--- src/rtl/mem_stage.sv ---
// rtl/mem_stage.sv - MEM pipeline stage: data-cache requests, LL/SC link register, MEM/WB latch
module mem_stage (
  input  logic        CLK,
  input  logic        RST,
  input  logic        flush,
  input  logic        in_valid,
  input  logic        in_halt,
  input  logic [4:0]  in_wsel,
  input  logic [1:0]  in_wdat_source,
  input  logic [31:0] in_alu_result,
  input  logic [31:0] in_instr_npc,
  input  logic        in_dREN,
  input  logic        in_dWEN,
  input  logic        in_atomic,
  input  logic [31:0] in_store_data,
  input  logic        dhit,
  input  logic [31:0] dmemload,
  input  logic        ccinv,
  input  logic [31:0] ccsnoopaddr,
  output logic        dmemREN,
  output logic        dmemWEN,
  output logic [31:0] dmemaddr,
  output logic [31:0] dmemstore,
  output logic        mem_stall,
  output logic        out_halt,
  output logic [4:0]  out_wsel,
  output logic [1:0]  out_wdat_source,
  output logic [31:0] out_alu_result,
  output logic [31:0] out_dmemload,
  output logic [31:0] out_instr_npc
);
  localparam logic [1:0] WRITE_ALU = 2'd0;

  typedef enum logic {RUN = 1'b0, HALTED = 1'b1} state_t;

  state_t      state_q, state_d;
  logic        link_valid_q, link_valid_d;
  logic [31:0] link_addr_q, link_addr_d;
  logic        halt_q, halt_d;
  logic [4:0]  wsel_q, wsel_d;
  logic [1:0]  src_q, src_d;
  logic [31:0] alu_q, alu_d;
  logic [31:0] dml_q, dml_d;
  logic [31:0] npc_q, npc_d;

  logic active, is_sc, sc_ok, sc_fail, capture;

  always_comb begin
    active    = (state_q == RUN) && in_valid && !flush;
    is_sc     = in_atomic && in_dWEN;
    sc_ok     = link_valid_q && (link_addr_q == in_alu_result);
    sc_fail   = is_sc && !sc_ok;
    dmemREN   = active && in_dREN;
    // A failing SC never reaches the cache, so it cannot stall either.
    dmemWEN   = active && in_dWEN && !sc_fail;
    dmemaddr  = active ? in_alu_result : 32'd0;
    dmemstore = active ? in_store_data : 32'd0;
    mem_stall = (dmemREN || dmemWEN) && !dhit;
    capture   = active && !mem_stall;
  end

  always_comb begin
    state_d      = state_q;
    link_valid_d = link_valid_q;
    link_addr_d  = link_addr_q;
    halt_d       = halt_q;
    wsel_d       = wsel_q;
    src_d        = src_q;
    alu_d        = alu_q;
    dml_d        = dml_q;
    npc_d        = npc_q;
    if (state_q == RUN) begin
      if (capture) begin
        halt_d = in_halt;
        wsel_d = in_wsel;
        src_d  = in_wdat_source;
        alu_d  = in_alu_result;
        npc_d  = in_instr_npc;
        if (in_dREN) dml_d = dmemload;
        if (is_sc) begin
          src_d = WRITE_ALU;
          alu_d = {31'd0, sc_ok};
        end
        if (in_halt) state_d = HALTED;
      end else begin
        halt_d = 1'b0;
        wsel_d = 5'd0;
        src_d  = WRITE_ALU;
        alu_d  = 32'd0;
      end
    end
    if (ccinv && (ccsnoopaddr == link_addr_q)) link_valid_d = 1'b0;
    if (dmemWEN && !in_atomic && dhit && (in_alu_result == link_addr_q)) link_valid_d = 1'b0;
    if (active && is_sc && (sc_fail || dhit)) link_valid_d = 1'b0;
    // An LL completing in the same cycle as a snoop hit re-arms the link.
    if (dmemREN && in_atomic && dhit) begin
      link_valid_d = 1'b1;
      link_addr_d  = in_alu_result;
    end
  end

  always_ff @(posedge CLK or posedge RST) begin
    if (RST) begin
      state_q      <= RUN;
      link_valid_q <= 1'b0;
      link_addr_q  <= 32'd0;
      halt_q       <= 1'b0;
      wsel_q       <= 5'd0;
      src_q        <= WRITE_ALU;
      alu_q        <= 32'd0;
      dml_q        <= 32'd0;
      npc_q        <= 32'd0;
    end else begin
      state_q      <= state_d;
      link_valid_q <= link_valid_d;
      link_addr_q  <= link_addr_d;
      halt_q       <= halt_d;
      wsel_q       <= wsel_d;
      src_q        <= src_d;
      alu_q        <= alu_d;
      dml_q        <= dml_d;
      npc_q        <= npc_d;
    end
  end

  assign out_halt        = halt_q;
  assign out_wsel        = wsel_q;
  assign out_wdat_source = src_q;
  assign out_alu_result  = alu_q;
  assign out_dmemload    = dml_q;
  assign out_instr_npc   = npc_q;
endmodule
--- config.mk ---
export PLATFORM = sky130hd
export DESIGN_NAME = mem_stage
export DESIGN_NICKNAME = d
export VERILOG_FILES = /design/src/rtl/mem_stage.sv
export SDC_FILE = /design/constraint.sdc
export NUM_CORES = 1
export LEC_CHECK = 0
export BUFFER_PORTS_ARGS = -buffer_cell sky130_fd_sc_hd__clkbuf_2
export CORE_AREA = 2 2 134 136
export CTS_CLUSTER_SIZE = 25
export DETAILED_ROUTE_END_ITERATION = 10
export DIE_AREA = 0 0 136 138
export HOLD_SLACK_MARGIN = 0.05
export PLACE_DENSITY_LB_ADDON = 0.15
export SYNTH_ARGS = -nofsm -noshare
export SYNTH_HDL_FRONTEND = slang
export SYNTH_SLANG_ARGS = --single-unit
--- constraint.sdc ---
create_clock -name CLK -period 4.65 [get_ports CLK]
set_clock_uncertainty 0.1 [all_clocks]
set_input_delay 0.465 -clock CLK [delete_from_list [all_inputs] [get_ports CLK]]
set_output_delay 0.465 -clock CLK [all_outputs]
set_load 0.03 [all_outputs]
==> reports/metrics.cfg, run 1 <==
[detailed_routing]
via_per_inst = 4.643
vias = 4935
dr.pass1.iters = 4
drc_errors = 0
wl_per_cell_um = 17.58
routed_wl_mm = 18.69
antenna_left = 0
first_iter_violations = 150

[placement]
dp_slack_ns = 1.636
io_buffers = 347
gp_congestion = 0.7978
dp_hpwl_mm = 14.61

[sta]
clock.fmax_mhz = 310.1
timing.hold.ws_ns = 0.09350
setup-violations-final = 0
worst_pin_slew_ns = 1.121
hold_viol_final = 0
period_needed_ns = 3.225
fin_ws_ns = 1.425
finalCritPeriodShare_pct = 69.35
fin_setup_tns_ns = 0
rsz0062_at_grt = no
slew_headroom_pct = 25.11
drv_slew = 0

[clock_network]
htreeDepth = 4
cts.reportedPaths.clkPinSlew_ns = 0.06
holdBufCountCts = 0
cts_made_buffers = 17
post_cts_buffers = 0
post_cts_resized = 0
clk_latency_ns = 0.41
cts_root_buffer = clkbuf_16
clock_sinks = 138
cts_tree = built
clockBufferDepth = 2

[global_routing]
grt_overflow_total = 0
first_global_vias = 5144
track_usage_pct = 19.81
grt_max_degree = 90
grt_pass1_wl_mm = 28.29
antenna_found_initial = 0

[final_layout]
drive_above_1_share_pct = 57.79
nets = 999
area_growth_syn_to_layout_pct = 40.17
final_cell_mix = clkbuf_2 (347), dfrtp_1 (137), and2_1 (64)
final_common_cell = clkbuf_2
antenna_cells = 0

[setup_path]
reg2reg_to = out_instr_npc[11]
r2r_start = state_q
crit_end = mem_stall
critical_path_peak_fanout = 4
reg2reg_slack_ns = 1.69
r2r_cells = 6
required_ns = 4.09
crit_start = link_addr_q[26]
worstSetupEndpointType = output pin
crit_type = register to output pin
crit_path_start_kind = register
arrival_ns = 2.66

[synthesis]
synth_edf_count = 0
synth_fp_nets = 653
synth-seq-area-share_pct = 53.95
netlist_area_sq_um = 6401
syn_avg_cell_area_sq_um = 13.45
synthCells = 476
async_flop_share_pct = 100.0
yosysTopAreaCellShare_pct = 53.95
ys_ff_latch = 138
synth_largest_area_cell = dfrtp_1
synth_cell_types = 30
synth_area_leaders = dfrtp_1 (54%), mux2_2 (11%), mux2_4 (7.5%)
ys_warn_count = 0
ys.flop_type = dfrtp_1

[power]
seq_power_share_pct = 36.4
p_comb_share_pct = 36.1
vdd_ir_drop_max_mv = 0.3140
p_clk_share_pct = 27.5
p_int_uw = 3267
leakage_uw = 0.004781
p_sw_share_pct = 36.87
power.total_uw = 5176
p_sw_uw = 1909
power.density_nw_per_um2 = 576.8

[floorplan]
die-width_um = 136
start_util_pct = 36.51
io_pins = 348
core_sq_um = 17530
num_rows = 49
die_y_um = 138
die-area_sq_um = 18770

[run_status]
status = complete, no violations

[min_path]
hold_path_class = primary input to async pin

[job]
max_cap_violations = 0

==> registers in the layout, summed over array words and instances, names as in the netlist <==
signal,cells
link_addr_q,32
out_instr_npc,32
out_wsel,5
out_wdat_source,2
out_alu_result,32
out_dmemload,32
link_valid_q,1
out_halt,1
state_q,1
==> worst max-delay path: stages (launching register included) <==
cell	delay, ns
dfrtp_1	0.42
xor2_1	0.18
nor4_1	0.42
nand4_1	0.24
or3_1	0.42
a21oi_1	0.22
o21a_1	0.14
clkbuf_2	0.21
==> kinds of logic (layout without fill, tap and decap cells) <==
family	Yosys count	after routing	share of synthesized area, %
flip-flops	138	138	53.95
AND/OR/NAND/NOR	97	97	9.578
multiplexers	96	96	18.76
XOR/XNOR	64	64	8.757
AO/OA/AOI/OAI	52	52	6.646
buffers and inverters	29	387	2.306
==> power by group through the flow <==
stage	sequential (uW)	clock, uW	combinational, uW
2_1_floorplan	2470	0	700
3_3_place_gp	1890	0	1860
3_5_place_dp	1900	0	1890
4_1_cts	1890	1460	1900
5_1_grt	1930	1520	1990
6_report	1880	1420	1870
==> synthesized netlist by cell type (2+ instances only) <==
master    count
xor2_1       36
clkbuf_1     15
and2_1       64
mux2_1        4
nor2_1        2
a21oi_1       3
inv_1         3
dfrtp_1     138
nand4_1       9
o21a_1        2
a22o_1       40
buf_2         7
mux2_4       32
mux2_2       60
xnor2_1      28
buf_6         4
nand2_1       4
o21ai_0       4
nor4_1       10
==> final cells by class <==
| type | instances | area, sq um |
|---|---|---|
| Clock buffer | 20 | 456.7 |
| Multi-Input combinational cell | 309 | 2808 |
| Sequential cell | 138 | 3455 |
| Clock inverter | 11 | 168.9 |
| Fill cell | 1600 | 8562 |
| Tap cell | 229 | 286.5 |
| Timing Repair Buffer | 353 | 1782 |
| Inverter | 3 | 16.27 |
==> worst min path at each step <==
stage	slack (ns)	startpoint	depth (start not counted)	to
detailed placement	0.39	out_instr_npc[28]	1	out_instr_npc[28]
floorplan	0.42	link_valid_q	2	link_valid_q
global placement	0.37	out_dmemload[21]	1	out_dmemload[21]
CTS	0.13	RST	2	out_dmemload[12]
global route	0.15	in_wsel[3]	2	out_wsel[3]
finish	0.09	RST	2	out_dmemload[16]
==> stage by stage <==
stage	utilization (%)	cell area, sq um	cells
2_1_floorplan	-	6401	476
3_3_place_gp	47.60	8347	1032
3_5_place_dp	47.60	8347	1032
4_1_cts	51.17	8972	1063
5_1_grt	51.17	8972	1063
6_report	51.17	8972	1063
==> layer usage <==
metal / track usage (%) / part of all wire (%) / vias up
li1: - / - / 2363
met1: 24.56 / 42 / 2352
met2: 32.74 / 48 / 197
met3: 6.527 / 7.8 / 23
met4: 6.031 / 1.5 / 0
met5: 0 / 0 / -
No activity file was read; power rests on OpenSTA's default activity.
==> inputs of run 2 (changes only) <==
--- a/config.mk
+++ b/config.mk
@@ -6,10 +6,10 @@
 export NUM_CORES = 1
 export LEC_CHECK = 0
 export BUFFER_PORTS_ARGS = -buffer_cell sky130_fd_sc_hd__clkbuf_2
-export CORE_AREA = 2 2 134 136
+export CORE_AREA = 2 2 136 138
 export CTS_CLUSTER_SIZE = 25
 export DETAILED_ROUTE_END_ITERATION = 10
-export DIE_AREA = 0 0 136 138
+export DIE_AREA = 0 0 138 140
 export HOLD_SLACK_MARGIN = 0.05
 export PLACE_DENSITY_LB_ADDON = 0.15
 export SYNTH_ARGS = -nofsm -noshare
==> constraint.sdc (replaced) <==
create_clock -name CLK -period 2.7 [get_ports CLK]
set_clock_uncertainty 0.1 [all_clocks]
set_input_delay 0.27 -clock CLK [delete_from_list [all_inputs] [get_ports CLK]]
set_output_delay 0.27 -clock CLK [all_outputs]
set_load 0.03 [all_outputs]
==> reports/metrics.cfg, run 2 (synthesis results as in run 1) <==
[floorplan]
core_sq_um = 17780  ; +1.4%
die_y_um = 140  ; +1.4%
io_pins = 348  ; unchanged
die-width_um = 138  ; +1.5%
die-area_sq_um = 19320  ; +2.9%
start_util_pct = 36.00  ; -0.50 points
num_rows = 49  ; unchanged

[power]
leakage_uw = 0.005269  ; +10%
power.total_uw = 8984  ; +74%
power.density_nw_per_um2 = 886.2  ; +54%
p_int_uw = 5563  ; +70%
vdd_ir_drop_max_mv = 0.6165  ; +96%
p_clk_share_pct = 25.4  ; -2.1 points
p_comb_share_pct = 39.0  ; +2.9 points
seq_power_share_pct = 35.6  ; -0.8 points
p_sw_share_pct = 38.07  ; +1.2 points
p_sw_uw = 3420  ; +79%

[sta]
fin_setup_tns_ns = -0.03186  ; -0.03186 ns
period_needed_ns = 2.732
hold_viol_final = 0  ; unchanged
worst_pin_slew_ns = 0.4715  ; -0.6491 ns
rsz0062_at_grt = yes
fin_ws_ns = -0.03186  ; -1.457 ns
drv_slew = 0  ; unchanged
finalCritPeriodShare_pct = 101.2
setup-violations-final = 1  ; +1
clock.fmax_mhz = 366.1
slew_headroom_pct = 68.56  ; +43 points

[clock_network]
cts_root_buffer = clkbuf_16
clock_sinks = 138  ; unchanged
clockBufferDepth = 2  ; unchanged
cts_made_buffers = 17  ; unchanged
htreeDepth = 4  ; unchanged
cts_tree = built
cts.reportedPaths.clkPinSlew_ns = 0.05  ; about the same
clk_latency_ns = 0.42  ; about the same

[run_status]
status = complete, but fails checks
failed_checks = negative setup slack

[placement]
place_area_sq_um = 8458  ; +1.3%
dp_slack_ns = 0.09548  ; -1.540 ns
gp_congestion = 0.8456  ; +6.0%
io_buffers = 347  ; unchanged
dp_hpwl_mm = 15.30  ; +4.7%

[detailed_routing]
dr.pass1.iters = 4  ; unchanged
drc_errors = 0  ; unchanged
antenna_left = 0  ; unchanged
routed_wl_mm = 21.10  ; +13%
first_iter_violations = 185  ; +23%
wl_per_cell_um = 17.91  ; +1.9%
vias = 5526  ; +12%
via_per_inst = 4.691  ; +1.0%

[setup_path]
crit_buf_inv = 1  ; unchanged
crit_family = simple AND/OR/NAND/NOR gates
cp_slowest_cell = or3_4
required_ns = 2.33  ; -1.76 ns
crit_type = register to output pin
slowest_delay_ns = 0.44  ; +0.02 ns
r2r_start = link_addr_q[20]
worstSetupEndpointType = output pin
cp.depth = 7  ; unchanged
critical_path_peak_fanout = 3  ; -1
crit_start = link_addr_q[20]
worstPathCellList = xor2_1 > nor4_2 > nand4_1 > or3_4 > a21oi_4 > o21a_1 > buf_8
crit_path_start_kind = register
r2r_cells = 8  ; +2
arrival_ns = 2.36  ; -0.30 ns

[final_layout]
final_common_cell = clkbuf_2
fin_area_sq_um = 10140  ; +13%
antenna_cells = 0  ; unchanged
drive_above_1_share_pct = 53.64  ; -4.2 points
final_cell_mix = clkbuf_2 (345), dfrtp_1 (137), dlygate4sd3_1 (97)
area_growth_syn_to_layout_pct = 58.37
nets = 1113  ; +11%

[global_routing]
grt_pass1_wl_mm = 33.01  ; +17%
track_usage_pct = 21.74  ; +1.9 points
grt_overflow_total = 0  ; unchanged
grt_max_degree = 71  ; -21%
first_global_vias = 5916  ; +15%
antenna_found_initial = 0  ; unchanged

[min_path]
hold_path_class = primary input to register
holdPathStages = 2
hp-start = in_alu_result[4]

[job]
max_cap_violations = 0  ; unchanged

## run 2: changes by cell type in the layout (fill, tap and decap cells not counted), moves of 2 or more
cell           previous run  this run
dlygate4sd3_1             0        97
buf_4                     6        20
nor4_1                   10         5
nor4_2                    0         5
buf_12                    0         3
bufinv_16                 4         2
clkbuf_2                347       345
clkinv_2                  3         5
## run 2: stage by stage
stage                     util [%]  hold WS [ns]  std cells
after floorplan                  -        0.2869        476
after global placement       47.57        0.3438       1042
after detailed placement     47.57        0.3459       1042
after CTS                    56.76       0.05308       1176
after global routing         57.02       0.06516       1178
final                        57.02       0.06362       1178
## run 2: final timing paths
check	endpoint	slack [ns]
max	mem_stall	-0.03
min	link_addr_q[4]	0.06
max reg2reg	out_instr_npc[1]	0.22
min reg2reg	out_dmemload[7]	0.39
max in group asynchronous	out_alu_result[8]	1.72
min in group asynchronous	out_dmemload[13]	0.44
## run 2: final cells by class
type | count | area [sq um]
repair buffers | 467 | 2934
flip-flops and latches | 138 | 3455
clock buffers | 18 | 439.2
clock inverters | 14 | 145.1
multi-input cells | 309 | 2863
inverters | 3 | 15.01
fillers | 1543 | 7642
well taps | 229 | 286.5
## run 2: timing repair
action / CTS / global route
endpoints found under the hold margin: 238 / 0
pin swaps: 6 / 5
endpoints found under the setup margin: 2 / 27
gates cloned: 0 / 0
gates resized for setup: 8 / 7
setup buffers: 5 / 2
hold buffers: 97 / 0
## run 2: layer usage
layer | routed length [um] | part of all wire [%] | vias to the layer above | track usage (%)
met5 | 0 | 0 | - | 0
met4 | 392 | 1.9 | 0 | 7.411
met3 | 1421 | 6.7 | 23 | 6.803
met2 | 10420 | 49 | 200 | 36.09
met1 | 8866 | 42 | 2711 | 27.04
li1 | - | - | 2592 | -
## run 2: power groups by stage
stage,Sequential (uW),Combinational (uW),Clock [uW]
finish,3200,3510,2280
floorplan,4250,1210,0
global placement,3190,3310,0
global route,3280,3710,2450
CTS,3190,3510,2350
detailed placement,3230,3350,0
